$ cat src/rtl/dac_wave_gen.sv
// rtl/dac_wave_gen.sv - phase-accumulator waveform source for the PMOD DAC byte
// Optional sine waveform (code 3) built when DAC_SINE_LUT_EN is defined.
module dac_wave_gen #(
  parameter int SAMPLE_DIV = 250
) (
  input  logic       i_Clk,
  input  logic       i_Reset,
  input  logic       i_Wave_Next,
  input  logic [7:0] i_Freq_Step,
  output logic [7:0] o_Sample,
  output logic       o_Sample_Valid,
  output logic [1:0] o_Wave_Sel
);

  localparam int DIV_W = (SAMPLE_DIV > 2) ? $clog2(SAMPLE_DIV) : 1;
  localparam logic [DIV_W-1:0] DIV_LAST = DIV_W'(SAMPLE_DIV - 1);

`ifdef DAC_SINE_LUT_EN
  localparam logic [1:0] SEL_LAST = 2'd3;

  function automatic logic [6:0] sine_lut(input logic [5:0] k);
    logic [6:0] v;
    v = 7'd0;
    case (k)
      6'd0:  v = 7'd2;   6'd1:  v = 7'd5;   6'd2:  v = 7'd8;   6'd3:  v = 7'd11;
      6'd4:  v = 7'd14;  6'd5:  v = 7'd17;  6'd6:  v = 7'd20;  6'd7:  v = 7'd23;
      6'd8:  v = 7'd26;  6'd9:  v = 7'd29;  6'd10: v = 7'd32;  6'd11: v = 7'd35;
      6'd12: v = 7'd38;  6'd13: v = 7'd41;  6'd14: v = 7'd44;  6'd15: v = 7'd47;
      6'd16: v = 7'd50;  6'd17: v = 7'd53;  6'd18: v = 7'd56;  6'd19: v = 7'd58;
      6'd20: v = 7'd61;  6'd21: v = 7'd64;  6'd22: v = 7'd67;  6'd23: v = 7'd69;
      6'd24: v = 7'd72;  6'd25: v = 7'd74;  6'd26: v = 7'd77;  6'd27: v = 7'd79;
      6'd28: v = 7'd82;  6'd29: v = 7'd84;  6'd30: v = 7'd86;  6'd31: v = 7'd89;
      6'd32: v = 7'd91;  6'd33: v = 7'd93;  6'd34: v = 7'd95;  6'd35: v = 7'd97;
      6'd36: v = 7'd99;  6'd37: v = 7'd101; 6'd38: v = 7'd103; 6'd39: v = 7'd105;
      6'd40: v = 7'd106; 6'd41: v = 7'd108; 6'd42: v = 7'd110; 6'd43: v = 7'd111;
      6'd44: v = 7'd113; 6'd45: v = 7'd114; 6'd46: v = 7'd115; 6'd47: v = 7'd117;
      6'd48: v = 7'd118; 6'd49: v = 7'd119; 6'd50: v = 7'd120; 6'd51: v = 7'd121;
      6'd52: v = 7'd122; 6'd53: v = 7'd123; 6'd54: v = 7'd124; 6'd55: v = 7'd124;
      6'd56: v = 7'd125; 6'd57: v = 7'd125; 6'd58: v = 7'd126; 6'd59: v = 7'd126;
      default: v = 7'd127;
    endcase
    return v;
  endfunction
`else
  localparam logic [1:0] SEL_LAST = 2'd2;
`endif

  logic [DIV_W-1:0] div_q, div_d;
  logic [15:0]      phase_q, phase_d;
  logic [1:0]       sel_q, sel_d;
  logic             prev_q;
  logic             tick_d1_q;
  logic [7:0]       sample_q, sample_d;
  logic             valid_q;

  logic             tick;
  logic             wave_edge;
  logic [7:0]       p;
  logic [7:0]       shape;

  always_comb begin
    tick      = (div_q == DIV_LAST);
    div_d     = tick ? '0 : div_q + DIV_W'(1);
    phase_d   = tick ? phase_q + {8'h00, i_Freq_Step} : phase_q;
    wave_edge = i_Wave_Next & ~prev_q;
    sel_d     = sel_q;
    if (wave_edge) begin
      sel_d = (sel_q == SEL_LAST) ? 2'd0 : sel_q + 2'd1;
    end
  end

  // Shaping uses the phase and select held in the cycle after the tick.
  always_comb begin
    p     = phase_q[15:8];
    shape = 8'h00;
    case (sel_q)
      2'd0: shape = p;
      2'd1: shape = phase_q[15] ? ~{phase_q[14:8], 1'b0} : {phase_q[14:8], 1'b0};
      2'd2: shape = phase_q[15] ? 8'hFF : 8'h00;
      default: begin
`ifdef DAC_SINE_LUT_EN
        if (p[7]) begin
          shape = 8'd128 - {1'b0, sine_lut(p[6] ? ~p[5:0] : p[5:0])};
        end else begin
          shape = 8'd128 + {1'b0, sine_lut(p[6] ? ~p[5:0] : p[5:0])};
        end
`else
        shape = 8'h00;
`endif
      end
    endcase
    sample_d = tick_d1_q ? shape : sample_q;
  end

  always_ff @(posedge i_Clk) begin
    if (i_Reset) begin
      div_q     <= '0;
      phase_q   <= 16'h0000;
      sel_q     <= 2'd0;
      prev_q    <= 1'b1;
      tick_d1_q <= 1'b0;
      sample_q  <= 8'h00;
      valid_q   <= 1'b0;
    end else begin
      div_q     <= div_d;
      phase_q   <= phase_d;
      sel_q     <= sel_d;
      prev_q    <= i_Wave_Next;
      tick_d1_q <= tick;
      sample_q  <= sample_d;
      valid_q   <= tick_d1_q;
    end
  end

  assign o_Sample       = sample_q;
  assign o_Sample_Valid = valid_q;
  assign o_Wave_Sel     = sel_q;

endmodule

$ cat config.mk
export PLATFORM = sky130hd
export DESIGN_NAME = dac_wave_gen
export DESIGN_NICKNAME = d
export VERILOG_FILES = /design/src/rtl/dac_wave_gen.sv
export SDC_FILE = /design/constraint.sdc
export NUM_CORES = 1
export LEC_CHECK = 0
export BUFFER_PORTS_ARGS = -buffer_cell sky130_fd_sc_hd__buf_2
export CAP_MARGIN = 10
export CORE_ASPECT_RATIO = 0.6
export CORE_MARGIN = 5
export CORE_UTILIZATION = 63
export DETAILED_ROUTE_END_ITERATION = 8
export HOLD_SLACK_MARGIN = 0.15
export PLACE_DENSITY = 0.84
export SYNTH_ARGS = -nofsm -noshare
export SYNTH_HDL_FRONTEND = slang
export SYNTH_SLANG_ARGS = --single-unit
$ cat constraint.sdc
create_clock -name i_Clk -period 4.4 [get_ports i_Clk]
set_input_delay 0.44 -clock i_Clk [delete_from_list [all_inputs] [get_ports i_Clk]]
set_output_delay 0.44 -clock i_Clk [all_outputs]
set_load 0.005 [all_outputs]
**Yosys cells after proc, flatten, opt, wreduce, memory -nomap -nowiden**

Cells that the tools add are included.
Widths: inputs -> output; s select.

- Bits of input ports: 11
- Logic and storage cells: 22
- ROM bits: 0
- Bits in writable memories: 0
- Latch bits: 0
- Bits in registers: 37
- Memories: 0

- Mux-type cells: 4
- $lt $le $gt $ge: 0
- Equality and inequality tests: 3
- Div/mod/pow operators: 0
- Multipliers: 0
- Shifts and indexed selects: 0
- Reduce and logical (&&, ||, !) cells: 2
- Add/subtract/negate cells: 3
- Bitwise logic cells: 3

Operator list:

| operator | count |
|---|---|
| $pmux 8 s3 | 1 |
| $add 16x8->16 | 1 |
| $mux 8 | 2 |
| $add 8x1->8 const B | 1 |
| $eq 8x8->1 const B | 1 |
| $not 8->8 | 1 |
| $add 2x1->2 const B | 1 |
| $eq 2x1->1 const B | 1 |
| $eq 2x2->1 const B | 1 |
| $logic_not 2->1 | 1 |
| $mux 2 | 1 |
| $reduce_or 2->1 | 1 |
| $and 1x1->1 | 1 |
| $not 1->1 | 1 |

**Logic depth before layout (Yosys ltp)**

Gate-level depths: netlist of run 1.

- Word-level depth: 3
- Depth in mapped cells: 7
- Gate-level depth less buffers: 6

**Worst setup path before layout of run 1**

OpenSTA, ideal clock, no wires.

- Kind: input to register
- From: input i_Freq_Step[0]
- To: register phase_q[6]
- Path slack: 2.230 ns
- Data required time: 4.338 ns
- Arrival: 2.108 ns
- Library setup time: 0.062 ns
- Path buffers: 0
- Stages on the path: 6
- Cell sequence: ha_1 > fa_1 > a211oi_1 > o21ai_0 > a2111o_1 > nand3_1

- Word-level cells in the longest chain between the ends: 1

Ends and longest elaborated chain:

| what | line | RTL |
|---|---|---|
| start: declaration | 9 | `input logic [7:0] i_Freq_Step,` |
| $add 16x8->16 | 64 | `phase_d = tick ? phase_q + {8'h00, i_Freq_Step} : phase_q;` |
| end signal: assignment | 106 | `phase_q <= phase_d;` |
| end: declaration | 49 | `logic [15:0] phase_q, phase_d;` |

No other way between the ends.
A chain may end at the register's enable or synchronous reset.

**Worst setup path after layout of run 1**

- From: register phase_q[0]
- To: register phase_q[6]

- Word-level cells in the longest chain between the ends: 1

Ends and longest elaborated chain:

| what | line |
|---|---|
| $add 16x8->16 | 64 |

No other way between the ends.

==> flow_summary.json, run 1 <==
{
  "status": "complete, no violations",
  "fin_worst_skew_ns": 0.00256,
  "min_path_type": "in2reg",
  "htree_levels": 2,
  "rows": 16,
  "tns_ns": 0,
  "n_antenna_cell": 0,
  "cts_resized": 0,
  "cts_sinks": 37,
  "start_util": 0.672,
  "syn_avg_cell_area_um2": 8.77,
  "synth_async_sr_flop_share": 0,
  "final_nets": 293,
  "syn_to_final_growth_pct": 7.74,
  "syn_area_mm2": 0.00225,
  "die_h_um": 56.3,
  "yosys_most_used_dff": "dfxtp_1",
  "slowest_stage": "a211oi_1",
  "io_pins": 22,
  "cp-end-kind": "flip-flop",
  "synth.area.top_cells": "dfxtp_1, ha_1, a211oi_1",
  "vias_per_cell": 6.16,
  "drive_gt1_frac": 0.162,
  "path_clk_slew_ns": 0.08,
  "finalPower_uw": 628,
  "ys_ff_latch": 37,
  "hold_start": "i_Wave_Next",
  "numCtsBuffers": 5,
  "p_per_area_mw_per_mm2": 259,
  "finalCritPeriodShare": 0.512,
  "grt.total_usage": 0.220,
  "core_area_mm2": 0.00334,
  "route.vias.total": 1953,
  "postCtsSetupBuffers": 0,
  "first_pass_iters": 4,
  "finalMaxSlewViolations": 0,
  "cts.root.buffer_cell": "clkbuf_8",
  "synth_common_cells": "dfxtp_1, nor2_1, a21oi_1, o21ai_0, nor2b_1",
  "grt_max_degree": 49,
  "cap_violations": 0,
  "dp_cells": 309,
  "critPathLaunch": "phase_q[0]$_SDFFE_PP0P_",
  "yosysMostFrequentCell": "dfxtp_1",
  "crit_type": "reg2reg",
  "grt_pass1_vias": 1868,
  "power.leakage_nw": 0.941,
  "critPathRequiredTime_ns": 4.63,
  "synth_top_cell_area_share": 0.330,
  "cts_tree": "done",
  "syn_inst": 256,
  "rsz0062_at_grt": "false",
  "ant_nets": 0,
  "worstPathArrival_ns": 2.49,
  "grt_overflow": 0,
  "port_buffers": 21,
  "place.gp.congestion": 0.904,
  "antenna_found_initial": 0,
  "regToRegStartpoint": "phase_q[0]$_SDFFE_PP0P_",
  "routed_wl_um": 4900,
  "cts_buffer_depth": 2,
  "yosysUniqueCellTypes": 58,
  "yosysSeqAreaShare": 0.330,
  "synth_fp_nets": 278,
  "max-slew-margin-rel": 0.298,
  "clock_latency_ns": 0.29,
  "fmax_mhz": 444,
  "path_cells": "ha_1 -> fa_1 -> a211oi_1 -> o21ai_0 -> a2111o_1 -> nand3_1",
  "worstMarginPinSlew_ns": 1.05,
  "hpwl_um": 3520,
  "yosysTopAreaCell": "dfxtp_1",
  "postCtsHoldBufs": 0,
  "final-hold-violation-count": 0,
  "fin_crit_ns": 2.25,
  "cp-start-kind": "flip-flop",
  "die_x_um": 87.1,
  "grt_pass1_wl_um": 8760,
  "die_area_mm2": 0.00490,
  "cp_slowest_stage_delay_ns": 0.47,
  "ir_worst_vdd_mv": 0.262,
  "synth_edf_count": 0,
  "cp_max_fo": 3,
  "drt-initial-drc-count": 189,
  "drc_errors": 0,
  "post_drt_wl_per_cell_um": 15.5,
  "final_cells": 317,
  "synth_warnings": 0,
  "setup_violations": 0
}
-- layout make-up --
type,instances,area (um^2)
multi-input cells,203,1420
fillers,261,923
flip-flops and latches,37,741
repair buffers,21,105
clock buffers,5,68.8
well taps,45,56.3
clock inverters,3,21.3
inverters,3,11.3
-- sequential cells by signal (all words and copies together), names as in the netlist --
signal / flops
div_q: 8
o_Sample: 8
tick_d1_q: 1
o_Sample_Valid: 1
phase_q: 16
prev_q: 1
o_Wave_Sel: 2
-- cell families after synthesis --
family | Yosys count | share of synthesized area
simple gates | 107 | 0.273
buf+inv | 16 | 0.0396
xor+xnor | 7 | 0.0273
compound gates | 72 | 0.237
flops | 37 | 0.330
mux | 6 | 0.0284
fa+ha+maj | 11 | 0.0646
-- metal layers --
metal,vias up,track usage,part of all wire,wire length (um)
met5,-,0,0,0
met4,0,0.0689,0.014,68
met3,9,0.0541,0.077,378
met2,64,0.298,0.40,1950
met1,882,0.334,0.51,2500
li1,998,-,-,-
-- critical path: cells and delay by family, from the launching register on --
family	cells	cell delay (ns)
fa+ha+maj	2	0.64
simple gates	1	0.09
compound gates	3	1.14
flops	1	0.32
-- report_power, final --
part           leakage (nW)  internal, mW  total (mW)  switching, mW
Combinational         0.598        0.0151      0.0392         0.0241
Clock                0.0445         0.112       0.245          0.133
Sequential            0.299         0.338       0.343        0.00515
Total                 0.941         0.465       0.628          0.162
-- worst paths after layout --
path                                                 to  slack, ns  cells past startpoint
worst max-delay path            phase_q[6]$_SDFFE_PP0P_       2.15                      6
worst min-delay path                  prev_q$_SDFF_PP1_       0.35                      2
worst min register to register  phase_q[0]$_SDFFE_PP0P_       0.47                      2
worst max register to register  phase_q[6]$_SDFFE_PP0P_       2.15                      6
-- per-stage QoR --
stage | worst slack (ns) | hold WS (ns) | util | cell area [um^2]
3_5_place_dp | 1.94 | 0.458 | 0.697 | 2330
3_3_place_gp | 2.04 | 0.450 | 0.697 | 2330
6_report | 2.15 | 0.346 | 0.724 | 2420
5_1_grt | 2.03 | 0.343 | 0.724 | 2420
4_1_cts | 2.17 | 0.338 | 0.724 | 2420
2_1_floorplan | 2.23 | 0.437 | - | 2250
-- cells in the final DEF (no fill, tap or decap), drive strengths merged, types with 2 or more instances in the layout --
cell type,n
xnor2,4
a2bb2oi,6
buf,21
and2,3
inv,4
nor3,12
nand4,5
clkbuf,5
or4,4
nand3,10
o211ai,3
o31ai,5
nand3b,3
a2111oi,3
mux2,3
nor2,25
a211oi,13
nand2,10
o21ai,15
or2,3
a21o,3
nand2b,3
xor2,3
and3,4
or3b,2
mux2i,3
a21oi,17
nor2b,14
ha,10
nor4,2
dfxtp,37
No activity file was read; power rests on OpenSTA's default activity.
==> run 2: changes to the inputs <==
- CORE_UTILIZATION: 63 -> 53
- PLACE_DENSITY: 0.84 -> 0.76
- clock period: 4.4 -> 2.06 ns (I/O delays scaled with it)
==> flow_summary.json, run 2 (synthesized netlist as in run 1, its figures left out) <==
{
  "numCtsBuffers": 5,
  "critPathLaunch": "phase_q[0]$_SDFFE_PP0P_",
  "rr_worst_depth": 7,
  "tns_ns": 0,
  "worstMarginPinSlew_ns": 0.530,
  "rows": 18,
  "layout_common_cells": "dfxtp_1, nor2_1, buf_2",
  "grt_pass1_vias": 1761,
  "path_cells": "ha_2 -> fa_2 -> a211oi_2 -> buf_4 -> o211a_4 -> or4_1 -> a21oi_1",
  "ir_worst_vdd_mv": 0.344,
  "cp_slowest_stage_delay_ns": 0.51,
  "core_area_mm2": 0.00410,
  "final_cells": 349,
  "max-slew-margin-rel": 0.646,
  "fmax_mhz": 500,
  "finalCritPeriodShare": 0.970,
  "rrSetupSlack_ns": 0.06,
  "final_nets": 310,
  "drc_errors": 0,
  "grt_overflow": 0,
  "p_switching_uw": 346,
  "regToRegStartpoint": "phase_q[0]$_SDFFE_PP0P_",
  "grt-busiest-layer": "met1",
  "critPathRequiredTime_ns": 2.28,
  "postCtsSetupBuffers": 0,
  "cp-start-kind": "flip-flop",
  "drive_gt1_frac": 0.221,
  "combPwrFrac": 0.071,
  "fin_worst_skew_ns": 0.00835,
  "route.vias.total": 1979,
  "dp_cells": 340,
  "finalMaxSlewViolations": 0,
  "cp.depth": 7,
  "antenna_found_initial": 0,
  "use_met1": 0.293,
  "grt.total_usage": 0.188,
  "htree_levels": 2,
  "fin_crit_ns": 2.00,
  "first_pass_iters": 4,
  "vias_per_cell": 5.67,
  "fin_util": 0.631,
  "gr-usage-met3": 0.0496,
  "p_sw_frac": 0.257,
  "crit_type": "reg2reg",
  "clock_latency_ns": 0.29,
  "cts.root.buffer_cell": "clkbuf_8",
  "design_area_mm2": 0.00258,
  "post_drt_wl_per_cell_um": 14.5,
  "final-hold-violation-count": 0,
  "power.leakage_nw": 1.02,
  "cp_max_fo": 7,
  "largest-register": "phase_q",
  "n_antenna_cell": 0,
  "crit_end": "phase_q[12]$_SDFFE_PP0P_",
  "port_buffers": 21,
  "setup_violations": 0,
  "largest_reg_flops": 16,
  "worstPathArrival_ns": 2.22,
  "grt_max_degree": 48,
  "cts_tree": "done",
  "timing.rr.end": "phase_q[12]$_SDFFE_PP0P_",
  "power_frac_seq": 0.541,
  "syn_to_final_growth_pct": 15.1,
  "cap_violations": 0,
  "crit_buf_inv": 1,
  "status": "complete, no violations",
  "place.gp.congestion": 0.864,
  "start_util": 0.548,
  "cp-end-kind": "flip-flop",
  "hpwl_um": 3640,
  "die_x_um": 94.0,
  "finalPower_mw": 1.35,
  "crit_family": "simple AND/OR/NAND/NOR gates",
  "p_int_mw": 1.00,
  "placed_area_mm2": 0.00247,
  "die_area_mm2": 0.00568,
  "cts_sinks": 37,
  "p_per_area_mw_per_mm2": 521,
  "path_clk_slew_ns": 0.08,
  "io_pins": 22,
  "ant_nets": 0,
  "mostFrequentLayoutCell": "dfxtp_1",
  "drt-initial-drc-count": 211,
  "cts_buffer_depth": 2,
  "use_met2": 0.256,
  "slowest_stage": "or4_1",
  "grt_pass1_wl_um": 8410,
  "min_path_type": "in2reg",
  "die_h_um": 60.4,
  "routed_wl_um": 5050,
  "clkPwrFrac": 0.388
}
## run 2: changes by cell type in the layout (fill, tap and decap cells not counted)
cell           change
a211oi_1           -1
a211oi_2           +1
buf_4             +16
dlygate4sd3_1      +1
fa_1               -1
fa_2               +1
ha_1               -1
ha_2               +1
nor4_1             -1
nor4_2             +1
## run 2: repair_timing
action | CTS | global route
hold buffers | 1 | 0
endpoints found under the hold margin | 1 | 0
endpoints found under the setup margin | 0 | 3
resized for setup | 0 | 4
## run 2: cell type report
type / instances / area, um^2
well taps: 60 / 75.1
repair buffers: 38 / 235
multi-input cells: 203 / 1430
clock inverters: 3 / 21.3
clock buffers: 5 / 68.8
fillers: 382 / 1510
flip-flops and latches: 37 / 741
inverters: 3 / 11.3
## run 2: worst min path at each step
stage,start,to,slack (ns),cells after the start
finish,i_Freq_Step[0],phase_q[0]$_SDFFE_PP0P_,0.31,4
CTS,i_Freq_Step[0],phase_q[0]$_SDFFE_PP0P_,0.28,4
floorplan,i_Wave_Next,prev_q$_SDFF_PP1_,0.31,1
global placement,i_Wave_Next,prev_q$_SDFF_PP1_,0.41,2
global route,i_Freq_Step[0],phase_q[0]$_SDFFE_PP0P_,0.32,4
detailed placement,i_Wave_Next,prev_q$_SDFF_PP1_,0.42,2
## run 2: worst min-delay path: cells and delay by family
family | cells | cell delay, ns
buffers and inverters | 1 | 0.08
AND/OR/NAND/NOR | 1 | 0.04
AO/OA/AOI/OAI | 1 | 0.10
adder cells (fa/ha/maj) | 1 | 0.14
## run 2: routing by layer
metal,wire (um),part of all wire
met1,2720,0.54
met2,2060,0.41
met3,259,0.051
met4,18,0.0036
met5,0,0
## run 2: power by group through the flow
stage / logic [mW] / registers (mW) / clock network (mW)
CTS: 0.0935 / 0.729 / 0.533
detailed placement: 0.0912 / 0.746 / 0
floorplan: 0.0657 / 0.744 / 0
global placement: 0.0894 / 0.745 / 0
global route: 0.107 / 0.730 / 0.569
finish: 0.0951 / 0.728 / 0.522
## run 2: per-stage QoR
step	setup WS [ns]	hold WS (ns)
after floorplan	0.0474	0.313
after global placement	0.0877	0.412
after detailed placement	0.0157	0.422
after CTS	0.0115	0.284
after global routing	-0.0184	0.318
final	0.0618	0.313
==> run 3: changes to the inputs <==
- CORE_UTILIZATION: 53 -> 45
- GPL_TIMING_DRIVEN: default -> 0
- PLACE_DENSITY: 0.76 -> 0.77
==> flow_summary.json, run 3 (synthesized netlist as in run 1, its figures left out) <==
{
  "die_h_um": 64.7,
  "final_nets": 311,
  "numCtsBuffers": 5,
  "cts_buffer_depth": 2,
  "rows": 19,
  "core_area_mm2": 0.00471,
  "route.met2.wl_um": 2210,
  "route.vias.total": 2083,
  "port_buffers": 21,
  "die_x_um": 101,
  "worstPathArrival_ns": 2.21,
  "cts_sinks": 37,
  "grt_pass1_wl_um": 9430,
  "finalCritPeriodShare": 0.986,
  "critPathRequiredTime_ns": 2.24,
  "crit_buf_inv": 1,
  "ant_nets": 0,
  "grt_overflow": 0,
  "path_cells": "ha_4 -> fa_2 -> a211oi_2 -> buf_4 -> o211a_4 -> nor4_2 -> mux2_2",
  "cts_tree": "done",
  "first_pass_iters": 4,
  "grt_max_degree": 14,
  "routed.top_layer": "met4",
  "min_path_type": "in2reg",
  "setup_violations": 0,
  "power.leakage_nw": 0.994,
  "hold_slack_ns": 0.301,
  "cp_max_fo": 6,
  "largest-register": "phase_q",
  "cap_violations": 0,
  "syn_to_final_growth_pct": 15.4,
  "mostFrequentLayoutCell": "dfxtp_1",
  "place.gp.congestion": 0.906,
  "final-hold-violation-count": 0,
  "rsz0062_at_grt": "true",
  "n_antenna_cell": 0,
  "htree_levels": 2,
  "largest_reg_flops": 16,
  "fin_worst_skew_ns": 0.00698,
  "hpwl_um": 4020,
  "fmax_mhz": 493,
  "clock_latency_ns": 0.30,
  "rrSetupSlack_ns": 0.03,
  "crit_family": "adder cells",
  "drive_gt1_frac": 0.203,
  "fin_crit_ns": 2.03,
  "cp_slowest_stage_delay_ns": 0.42,
  "io_pins": 22,
  "drc_errors": 0,
  "max-slew-margin-rel": 0.642,
  "ir_worst_vdd_mv": 0.382,
  "start_util": 0.477,
  "fin_util": 0.551,
  "status": "complete, no violations",
  "worstMarginPinSlew_ns": 0.537,
  "die_area_mm2": 0.00655,
  "routed-wl-met3_um": 354,
  "cts.root.buffer_cell": "clkbuf_8",
  "fill_cells": 459,
  "post_drt_wl_per_cell_um": 15.6,
  "layout_common_cells": "dfxtp_1, nor2_1, buf_2",
  "path_clk_slew_ns": 0.08,
  "cp-end-kind": "flip-flop",
  "grt.total_usage": 0.177,
  "antenna_found_initial": 0,
  "routed_wl_um": 5510,
  "finalMaxSlewViolations": 0,
  "drt-initial-drc-count": 200,
  "cp-start-kind": "flip-flop",
  "vias_per_cell": 5.90,
  "crit_type": "reg2reg",
  "p_per_area_mw_per_mm2": 525,
  "met1Wirelength_um": 2900,
  "grt_pass1_vias": 1937,
  "slowest_stage": "fa_2"
}
## run 3: cell count changes in the layout (fill, tap and decap cells not counted), sizes merged
cell and delta:
clkbuf +12, buf -11
## run 3: area by class of cell
type | instances | area [um^2] | area share
flip-flops and latches | 37 | 742 | 0.286
repair buffers | 26 | 145 | 0.0560
clock inverters | 3 | 21.3 | 0.00820
well taps | 63 | 78.8 | 0.0304
clock buffers | 5 | 68.8 | 0.0265
inverters | 3 | 11.3 | 0.00434
multi-input cells | 203 | 1450 | 0.558
plain buffers | 13 | 77.6 | 0.0299
## run 3: where the power goes
group	switching, mW	internal, mW
logic	0.0599	0.0404
clock network	0.291	0.240
registers	0.00758	0.722
total	0.359	1.00
## run 3: per-stage QoR
step / setup TNS, ns / setup WS (ns) / cells / power (mW) / area, um^2
3_5_place_dp: -0.289 / -0.141 / 340 / 0.842 / 2430
6_report: 0 / 0.0298 / 353 / 1.36 / 2590
4_1_cts: 0 / 0.00624 / 350 / 1.37 / 2540
3_3_place_gp: -0.214 / -0.120 / 340 / 0.839 / 2430
5_1_grt: -0.0316 / -0.0195 / 353 / 1.42 / 2590
2_1_floorplan: 0 / 0.0474 / 256 / 0.810 / 2250
## run 3: worst paths after layout
kind / startpoint / end / depth (start not counted)
hold / removal: i_Reset / phase_q[13]$_SDFFE_PP0P_ / 4
hold reg to reg: phase_q[0]$_SDFFE_PP0P_ / phase_q[0]$_SDFFE_PP0P_ / 2
setup reg to reg: phase_q[0]$_SDFFE_PP0P_ / phase_q[14]$_SDFFE_PP0P_ / 7
setup / recovery: phase_q[0]$_SDFFE_PP0P_ / phase_q[14]$_SDFFE_PP0P_ / 7
## run 3: tightest hold or removal path, cell delays in order
cell and delay [ns]:
buf_2 0.11, nor3_1 0.05, nand4bb_1 0.10, nand4_1 0.08
## run 3: repair_timing
item / CTS / global route
hold buffers: 1 / 0
buffers inserted: 1 / 3
resized for setup: 1 / 8
pin swaps: 2 / 3
setup endpoints to repair: 4 / 8
endpoints found under the hold margin: 1 / 0
## run 3: layer usage
layer / up-vias / global-route usage
li1: 1022 / -
met1: 996 / 0.274
met2: 60 / 0.241
met3: 5 / 0.0461
met4: 0 / 0.0415
met5: - / 0
